==> config.mk <==
export PLATFORM = sky130hd
export DESIGN_NAME = csa_accum_seq
export DESIGN_NICKNAME = d
export VERILOG_FILES = /design/src/rtl/csa_accum_seq.sv
export SDC_FILE = /design/constraint.sdc
export NUM_CORES = 1
export LEC_CHECK = 0
export ABC_AREA = 1
export CAP_MARGIN = 10
export CORE_ASPECT_RATIO = 0.9
export CORE_MARGIN = 2
export CORE_UTILIZATION = 40
export CTS_CLUSTER_SIZE = 12
export DETAILED_ROUTE_END_ITERATION = 16
export PLACE_DENSITY = 0.6
export SLEW_MARGIN = 20
export SYNTH_ARGS = -nofsm -noshare
export SYNTH_HDL_FRONTEND = slang
export SYNTH_SLANG_ARGS = --single-unit
export TNS_END_PERCENT = 20
==> constraint.sdc <==
create_clock -name clk -period 2.9 [get_ports clk]
set_input_delay 0.435 -clock clk [delete_from_list [all_inputs] [get_ports clk]]
set_output_delay 0.435 -clock clk [all_outputs]
set_load 0.02 [all_outputs]
==> src/rtl/csa_accum_seq.sv <==
// csa_accum_seq: carry-save burst accumulator (Start/Len burst, In_* operand stream, Out_* result handshake, Busy/Remaining status)
module csa_accum_seq #(
    parameter int OPW  = 4,
    parameter int ACCW = 8
) (
    input  logic            clk,
    input  logic            rst_n,
    input  logic            Start,
    input  logic [3:0]      Len,
    input  logic            In_Valid,
    input  logic [OPW-1:0]  In_Data,
    output logic            In_Ready,
    output logic            Out_Valid,
    input  logic            Out_Ready,
    output logic [ACCW-1:0] Result,
    output logic            Busy,
    output logic [3:0]      Remaining
);
    typedef enum logic [1:0] {IDLE, ACCUM, RESOLVE, DONE} state_t;
    state_t state, state_nx;
    logic [ACCW-1:0] s, c, x;
    logic accept;
    assign x = {{(ACCW-OPW){1'b0}}, In_Data};
    assign accept = (state == ACCUM) && In_Valid;
    always_ff @(posedge clk) begin
        if (!rst_n) state <= IDLE;
        else state <= state_nx;
    end
    always_comb begin
        state_nx = state;
        case (state)
            IDLE:    state_nx = Start ? ((Len != 4'd0) ? ACCUM : RESOLVE) : IDLE;
            ACCUM:   state_nx = (In_Valid && Remaining == 4'd1) ? RESOLVE : ACCUM;
            RESOLVE: state_nx = DONE;
            DONE:    state_nx = Out_Ready ? IDLE : DONE;
            default: state_nx = IDLE;
        endcase
    end
    always_comb begin
        In_Ready  = state == ACCUM;
        Out_Valid = state == DONE;
        Busy      = state != IDLE;
    end
    always_ff @(posedge clk) begin
        if (!rst_n) begin
            s         <= '0;
            c         <= '0;
            Remaining <= '0;
            Result    <= '0;
        end else if (state == IDLE && Start) begin
            s         <= '0;
            c         <= '0;
            Remaining <= Len;
        end else if (accept) begin
            s         <= s ^ c ^ x;
            c         <= ((s & c) | (s & x) | (c & x)) << 1;
            Remaining <= Remaining - 4'd1;
        end else if (state == RESOLVE) begin
            Result    <= s + c;
        end
    end
endmodule
==> metrics.md, run 1 <==
| Metric | Value |
|---|---|
| Internal reg-to-reg setup slack | 1090 ps |
| Dominant cells by area after synthesis | dfxtp_1 38%, nand2_1 14%, ha_1 7.4% |
| Fin crit share | 0.705 |
| # setup viols final | 0 |
| IR drop worst, VDD | 301 µV |
| Crit-path max FO | 6 |
| Slew Viols, Final | 0 |
| Mapped Cells | 209 |
| Hold_buf cts | 0 |
| Max Cap Viol | 0 |
| Initial Utilization | 0.413 |
| Share of layout cells above drive strength 1 | 0.0705 |
| Required @ worst endpoint | 2470 ps |
| DRC violations left | 0 |
| Crit end category | output port |
| RSZ-0062 raised after global routing | false |
| GR Overflow Total | 0 |
| Post-Synthesis Cell Area | 1520 µm² |
| Clk_skew | 5.56 ps |
| Startpoint types | register |
| PwrDens | 519 nW/µm² |
| Iteration-0 DRC Markers | 66 |
| CTS root buffer | clkbuf_8 |
| Die outline area | 4310 µm² |
| Yosys cell types | 24 |
| Clock Pin Slew Worst Setup and Hold Paths | 60 ps |
| Hold Path End | s[6]$_SDFFE_PP0P_ |
| Vias per cell | 4.76 |
| Port Buffers | 27 |
| CTS Sinks | 29 |
| Worst-margin pin slew | 519 ps |
| Slew HR | 0.653 |
| Placer Congestion | 0.698 |
| Status | completed |
| CTS tree | done |
| Synth area leader | dfxtp_1 |
| Leak pwr | 0.834 nW |
| First drt pass iteration count | 4 |
| Boundary Pins | 28 |
| Min setup slack post-route | 855 ps |
| Vias in the first global route | 1286 |
| Chip height | 62.5 µm |
| Top cell type's share of synthesized area | 0.382 |
| Pin count of the biggest net entering global routing | 23 |
| Reg2reg path depth | 11 |
| Die width | 69.0 µm |
| Worst Setup SP | state[0]$_SDFF_PN0_ |
| Nets | 266 |
| Bufs on Longest Clock Path | 2 |
| Setup repair bufs after CTS | 0 |
| Hpwl dp | 2.44 mm |
| Row cnt | 21 |
| Hold depth | 2 |
| Max Fclk | 0.489 GHz |
| Gr usage total | 0.175 |
| TritonCTS Buffers | 5 |
| Skew-Pair Late Insertion Delay | 280 ps |
| Hold path start | s[6]$_SDFFE_PP0P_ |
| First-pass GRT wire length | 5.69 mm |
| Crit path DAT | 1610 ps |
| Inserted Diodes | 0 |
| CORE AREA | 3680 µm² |
| Syn nets | 235 |
| Critical path class | register to output port |
| Worst slack at placement | 954 ps |
| Initial antenna violation count | 0 |
| H-tree levels | 2 |
| Setup_tns | 0 ps |
| Routed wire per std cell | 11.4 µm |
| Vias post-DR | 1367 |
| Synth Warn # | 0 |
| CTS resizes | 0 |
| Register bit count reported by yosys | 29 |
| Area grow syn2layout | 28.3% |
| Post-route ant nets | 0 |
| Synth Area per Inst | 7.27 µm² |
| Tmin final | 2050 ps |
| FF-to-FF End | Result[5]$_SDFFE_PN0P_ |
| Filler cells | 379 |
| Final WL | 3.26 mm |
| Worst min path class | register to register |
| RR Startpoint | c[1]$_SDFFE_PP0P_ |
| Sequential area share after synthesis | 0.382 |
| Final Hold Vio Count | 0 |
[layout make-up]
class / instances / area (µm²) / share of cell area
clock buffer: 7 / 86.3 / 0.0443
clock inverter: 1 / 30.0 / 0.0154
inverter: 25 / 93.8 / 0.0481
multi-input combinational: 150 / 816 / 0.418
sequential: 29 / 581 / 0.298
tap: 46 / 57.6 / 0.0295
timing repair buffer: 29 / 285 / 0.146
[cell usage in the layout (no fill, tap or decap), types with 2 or more instances in the layout]
| cell type | Yosys | routed |
|---|---|---|
| a211oi_1 | 3 | 3 |
| o21ai_1 | 2 | 2 |
| nand2_1 | 58 | 58 |
| clkdlybuf4s50_1 | 0 | 27 |
| inv_1 | 22 | 22 |
| nand4_1 | 2 | 2 |
| inv_2 | 3 | 3 |
| ha_1 | 9 | 9 |
| buf_4 | 2 | 2 |
| clkbuf_8 | 0 | 6 |
| fa_1 | 4 | 4 |
| or2_2 | 2 | 2 |
| xor2_1 | 2 | 2 |
| o21ai_0 | 8 | 8 |
| a21oi_1 | 21 | 21 |
| dfxtp_1 | 29 | 29 |
| a31oi_1 | 3 | 3 |
| nor2_1 | 21 | 21 |
| nand3_1 | 10 | 10 |
[sequential cells by signal (all words and copies together), names as in the netlist]
| name | count |
|---|---|
| Remaining | 4 |
| state | 2 |
| c | 7 |
| s | 8 |
| Result | 8 |
[critical path, stage by stage, from the launching register on]
cell             delay, ps
dfxtp_1                450
inv_2                   70
nor2_1                 180
clkdlybuf4s50_1        640
[report_power, final]
group | internal (mW) | switching [mW] | total (mW) | leakage (nW)
Combinational | 0.0655 | 0.0864 | 0.152 | 0.540
Clock | 0.280 | 0.151 | 0.430 | 0.0585
Sequential | 0.414 | 0.0151 | 0.429 | 0.235
Total | 0.759 | 0.252 | 1.01 | 0.834
[metrics by stage]
stage               std cells  hold slack, ps   util  power (mW)  instance area (µm²)
floorplan                 209             448      -       0.525                 1520
global placement          279             457  0.498       0.591                 1830
detailed placement        279             465  0.498       0.590                 1830
CTS                       287             476  0.530        1.02                 1950
global route              287             486  0.530        1.06                 1950
finish                    287             475  0.530        1.01                 1950
[logic make-up after synthesis]
logic type / Yosys count / share of synthesized area
flops: 29 / 0.382
compound gates: 38 / 0.135
simple gates: 97 / 0.264
fa+ha+maj: 13 / 0.127
xor+xnor: 2 / 0.0115
buf+inv: 30 / 0.0807
[cell usage after synthesis]
master,n
dfxtp_1,29
nand3_1,10
xor2_1,2
ha_1,9
buf_2,2
nand3_2,1
a211oi_1,3
o21ai_0,8
inv_2,3
nand2_1,58
o21ai_1,2
nand4_1,2
clkbuf_1,1
nand3b_1,1
nor2_1,21
nor2_2,1
a31oi_1,3
inv_1,22
buf_4,2
fa_1,4
or2_2,2
a21oi_2,1
nor3_1,1
a21oi_1,21
[worst max-delay path by stage]
stage,cells past startpoint,slack (ps),endpoint
4_1_cts,3,860,In_Ready
5_1_grt,3,770,In_Ready
3_3_place_gp,9,980,Remaining[2]$_SDFFE_PN0P_
2_1_floorplan,11,1250,Result[5]$_SDFFE_PN0P_
3_5_place_dp,9,950,Remaining[2]$_SDFFE_PN0P_
6_report,3,850,In_Ready
[metal layers]
metal,vias up,global-route usage,routed length (µm)
met5,-,0,0
met4,0,0.0735,59
met3,7,0.0432,75
met2,17,0.251,1450
met1,607,0.246,1680
li1,736,-,-
(Power assumes the default switching activity.)
==> run 2, diff against run 1 <==
==> constraint.sdc (replaced) <==
create_clock -name clk -period 2.1 [get_ports clk]
set_input_delay 0.315 -clock clk [delete_from_list [all_inputs] [get_ports clk]]
set_output_delay 0.315 -clock clk [all_outputs]
set_load 0.02 [all_outputs]
==> metrics.md, run 2 (same netlist as run 1, synthesis figures left out) <==
| Metric | Value |
|---|---|
| Vias post-DR | 1346 (-1.5%) |
| Crit-path max FO | 6 (unchanged) |
| Initial Utilization | 0.413 (unchanged) |
| Post-route ant nets | 0 (unchanged) |
| Status | completed |
| Required @ worst endpoint | 1780 ps (-690 ps) |
| # setup viols final | 0 (unchanged) |
| IR drop worst, VDD | 434 µV (+44%) |
| First drt pass iteration count | 4 (unchanged) |
| CORE AREA | 3680 µm² (unchanged) |
| Placer Congestion | 0.784 (+12%) |
| Final Hold Vio Count | 0 (unchanged) |
| Core Util, Final | 0.530 (unchanged) |
| Most common cell after layout, fill and taps aside | nand2_1 |
| Area grow syn2layout | 28.3% (unchanged) |
| Inserted Diodes | 0 (unchanged) |
| Gr usage total | 0.176 (+0.000962) |
| Fin crit share | 0.910 |
| DP Cell Count | 279 (unchanged) |
| Crit end category | output port |
| Largest regs | Result (8), s (8), c (7) |
| Most frequent cells in the layout | 58 x nand2_1, 29 x dfxtp_1, 27 x clkdlybuf4s50_1, 22 x inv_1 |
| Filler cells | 361 (-4.7%) |
| Clk_skew | 9.12 ps (+3.57 ps) |
| Reg2reg path depth | 11 (unchanged) |
| Chip height | 62.5 µm (unchanged) |
| Hpwl dp | 2.48 mm (+1.8%) |
| Routed wire per std cell | 11.7 µm (+3.1%) |
| Critical path class | register to output port |
| CTS root buffer | clkbuf_8 |
| Pin count of the biggest net entering global routing | 19 (-17%) |
| Boundary Pins | 28 (unchanged) |
| Bufs on Longest Clock Path | 2 (unchanged) |
| Die width | 69.0 µm (unchanged) |
| PwrDens | 716 nW/µm² (+38%) |
| H-tree levels | 2 (unchanged) |
| Vias in the first global route | 1220 (-5.1%) |
| Slew Viols, Final | 0 (unchanged) |
| Vias per cell | 4.69 (-1.5%) |
| Crit path DAT | 1600 ps (about the same) |
| DRC violations left | 0 (unchanged) |
| Initial antenna violation count | 0 (unchanged) |
| Final Non-Filler Cells | 287 (unchanged) |
| CTS resizes | 0 (unchanged) |
| TritonCTS Buffers | 5 (unchanged) |
| Final WL | 3.36 mm (+3.1%) |
| Max Cap Viol | 0 (unchanged) |
| Nets | 266 (unchanged) |
| Skew-Pair Late Insertion Delay | 280 ps (about the same) |
| Setup_tns | 0 ps (unchanged) |
| Tmin final | 1910 ps |
| Max Fclk | 0.523 GHz |
| GR Overflow Total | 0 (unchanged) |
| Leak pwr | 0.834 nW (unchanged) |
| Row cnt | 21 (unchanged) |
| RSZ-0062 raised after global routing | false |
| Hold_buf cts | 0 (unchanged) |
| Slew HR | 0.634 (-0.0191) |
| First-pass GRT wire length | 5.68 mm (-0.25%) |
| Worst min path class | register to register |
| Iteration-0 DRC Markers | 60 (-9.1%) |
| Setup repair bufs after CTS | 0 (unchanged) |
| Hold depth | 2 (unchanged) |
| Clock Pin Slew Worst Setup and Hold Paths | 70 ps (about the same) |
| Share of layout cells above drive strength 1 | 0.0705 (unchanged) |
| Startpoint types | register |
| CTS tree | done |
| Port Buffers | 27 (unchanged) |
| Worst-margin pin slew | 548 ps (+29.3 ps) |
| CTS Sinks | 29 (unchanged) |
| Die outline area | 4310 µm² (unchanged) |
-- run 2: cell counts in the layout (fill, tap and decap cells not counted) --
No cell type changed its count.
-- run 2: path summary, 6_finish.rpt --
check / from / slack (ps) / to
setup reg to reg: c[1]$_SDFFE_PP0P_ / 370 / Result[5]$_SDFFE_PN0P_
hold / removal: c[5]$_SDFFE_PP0P_ / 470 / c[5]$_SDFFE_PP0P_
setup / recovery: state[0]$_SDFF_PN0_ / 190 / In_Ready
hold reg to reg: c[5]$_SDFFE_PP0P_ / 470 / c[5]$_SDFFE_PP0P_
-- run 2: metal layers --
metal  vias up  share of wire  GRT usage
met1       577           0.49      0.268
met3         2          0.065     0.0432
li1        734              -          -
met2        33           0.44      0.238
met4         0         0.0068     0.0588
met5         -              0          0
-- run 2: final cells by class --
type | count | area [µm²] | share of cell area
multi-input cells | 150 | 816 | 0.418
flip-flops and latches | 29 | 581 | 0.298
repair buffers | 29 | 285 | 0.146
inverters | 25 | 93.8 | 0.0481
clock buffers | 7 | 86.3 | 0.0443
well taps | 46 | 57.6 | 0.0295
clock inverters | 1 | 30.0 | 0.0154
-- run 2: power breakdown --
group	switching, mW	internal [mW]	total (mW)	leakage [nW]
Sequential	0.0207	0.571	0.592	0.235
Clock	0.206	0.386	0.592	0.0585
Combinational	0.123	0.0898	0.213	0.540
-- run 2: stage by stage --
step / power (mW) / area [µm²] / hold WS (ps) / setup WS, ps
after global placement: 0.817 / 1830 / 460 / 372
after detailed placement: 0.815 / 1830 / 465 / 363
after global routing: 1.47 / 1950 / 484 / 93.6
after floorplan: 0.724 / 1520 / 420 / 450
final: 1.40 / 1950 / 475 / 190
after CTS: 1.41 / 1950 / 476 / 174
-- run 2: worst max-delay path, stage by stage, from the launching register on --
cell and delay (ps):
dfxtp_1 450, inv_2 70, nor2_1 170, clkdlybuf4s50_1 630
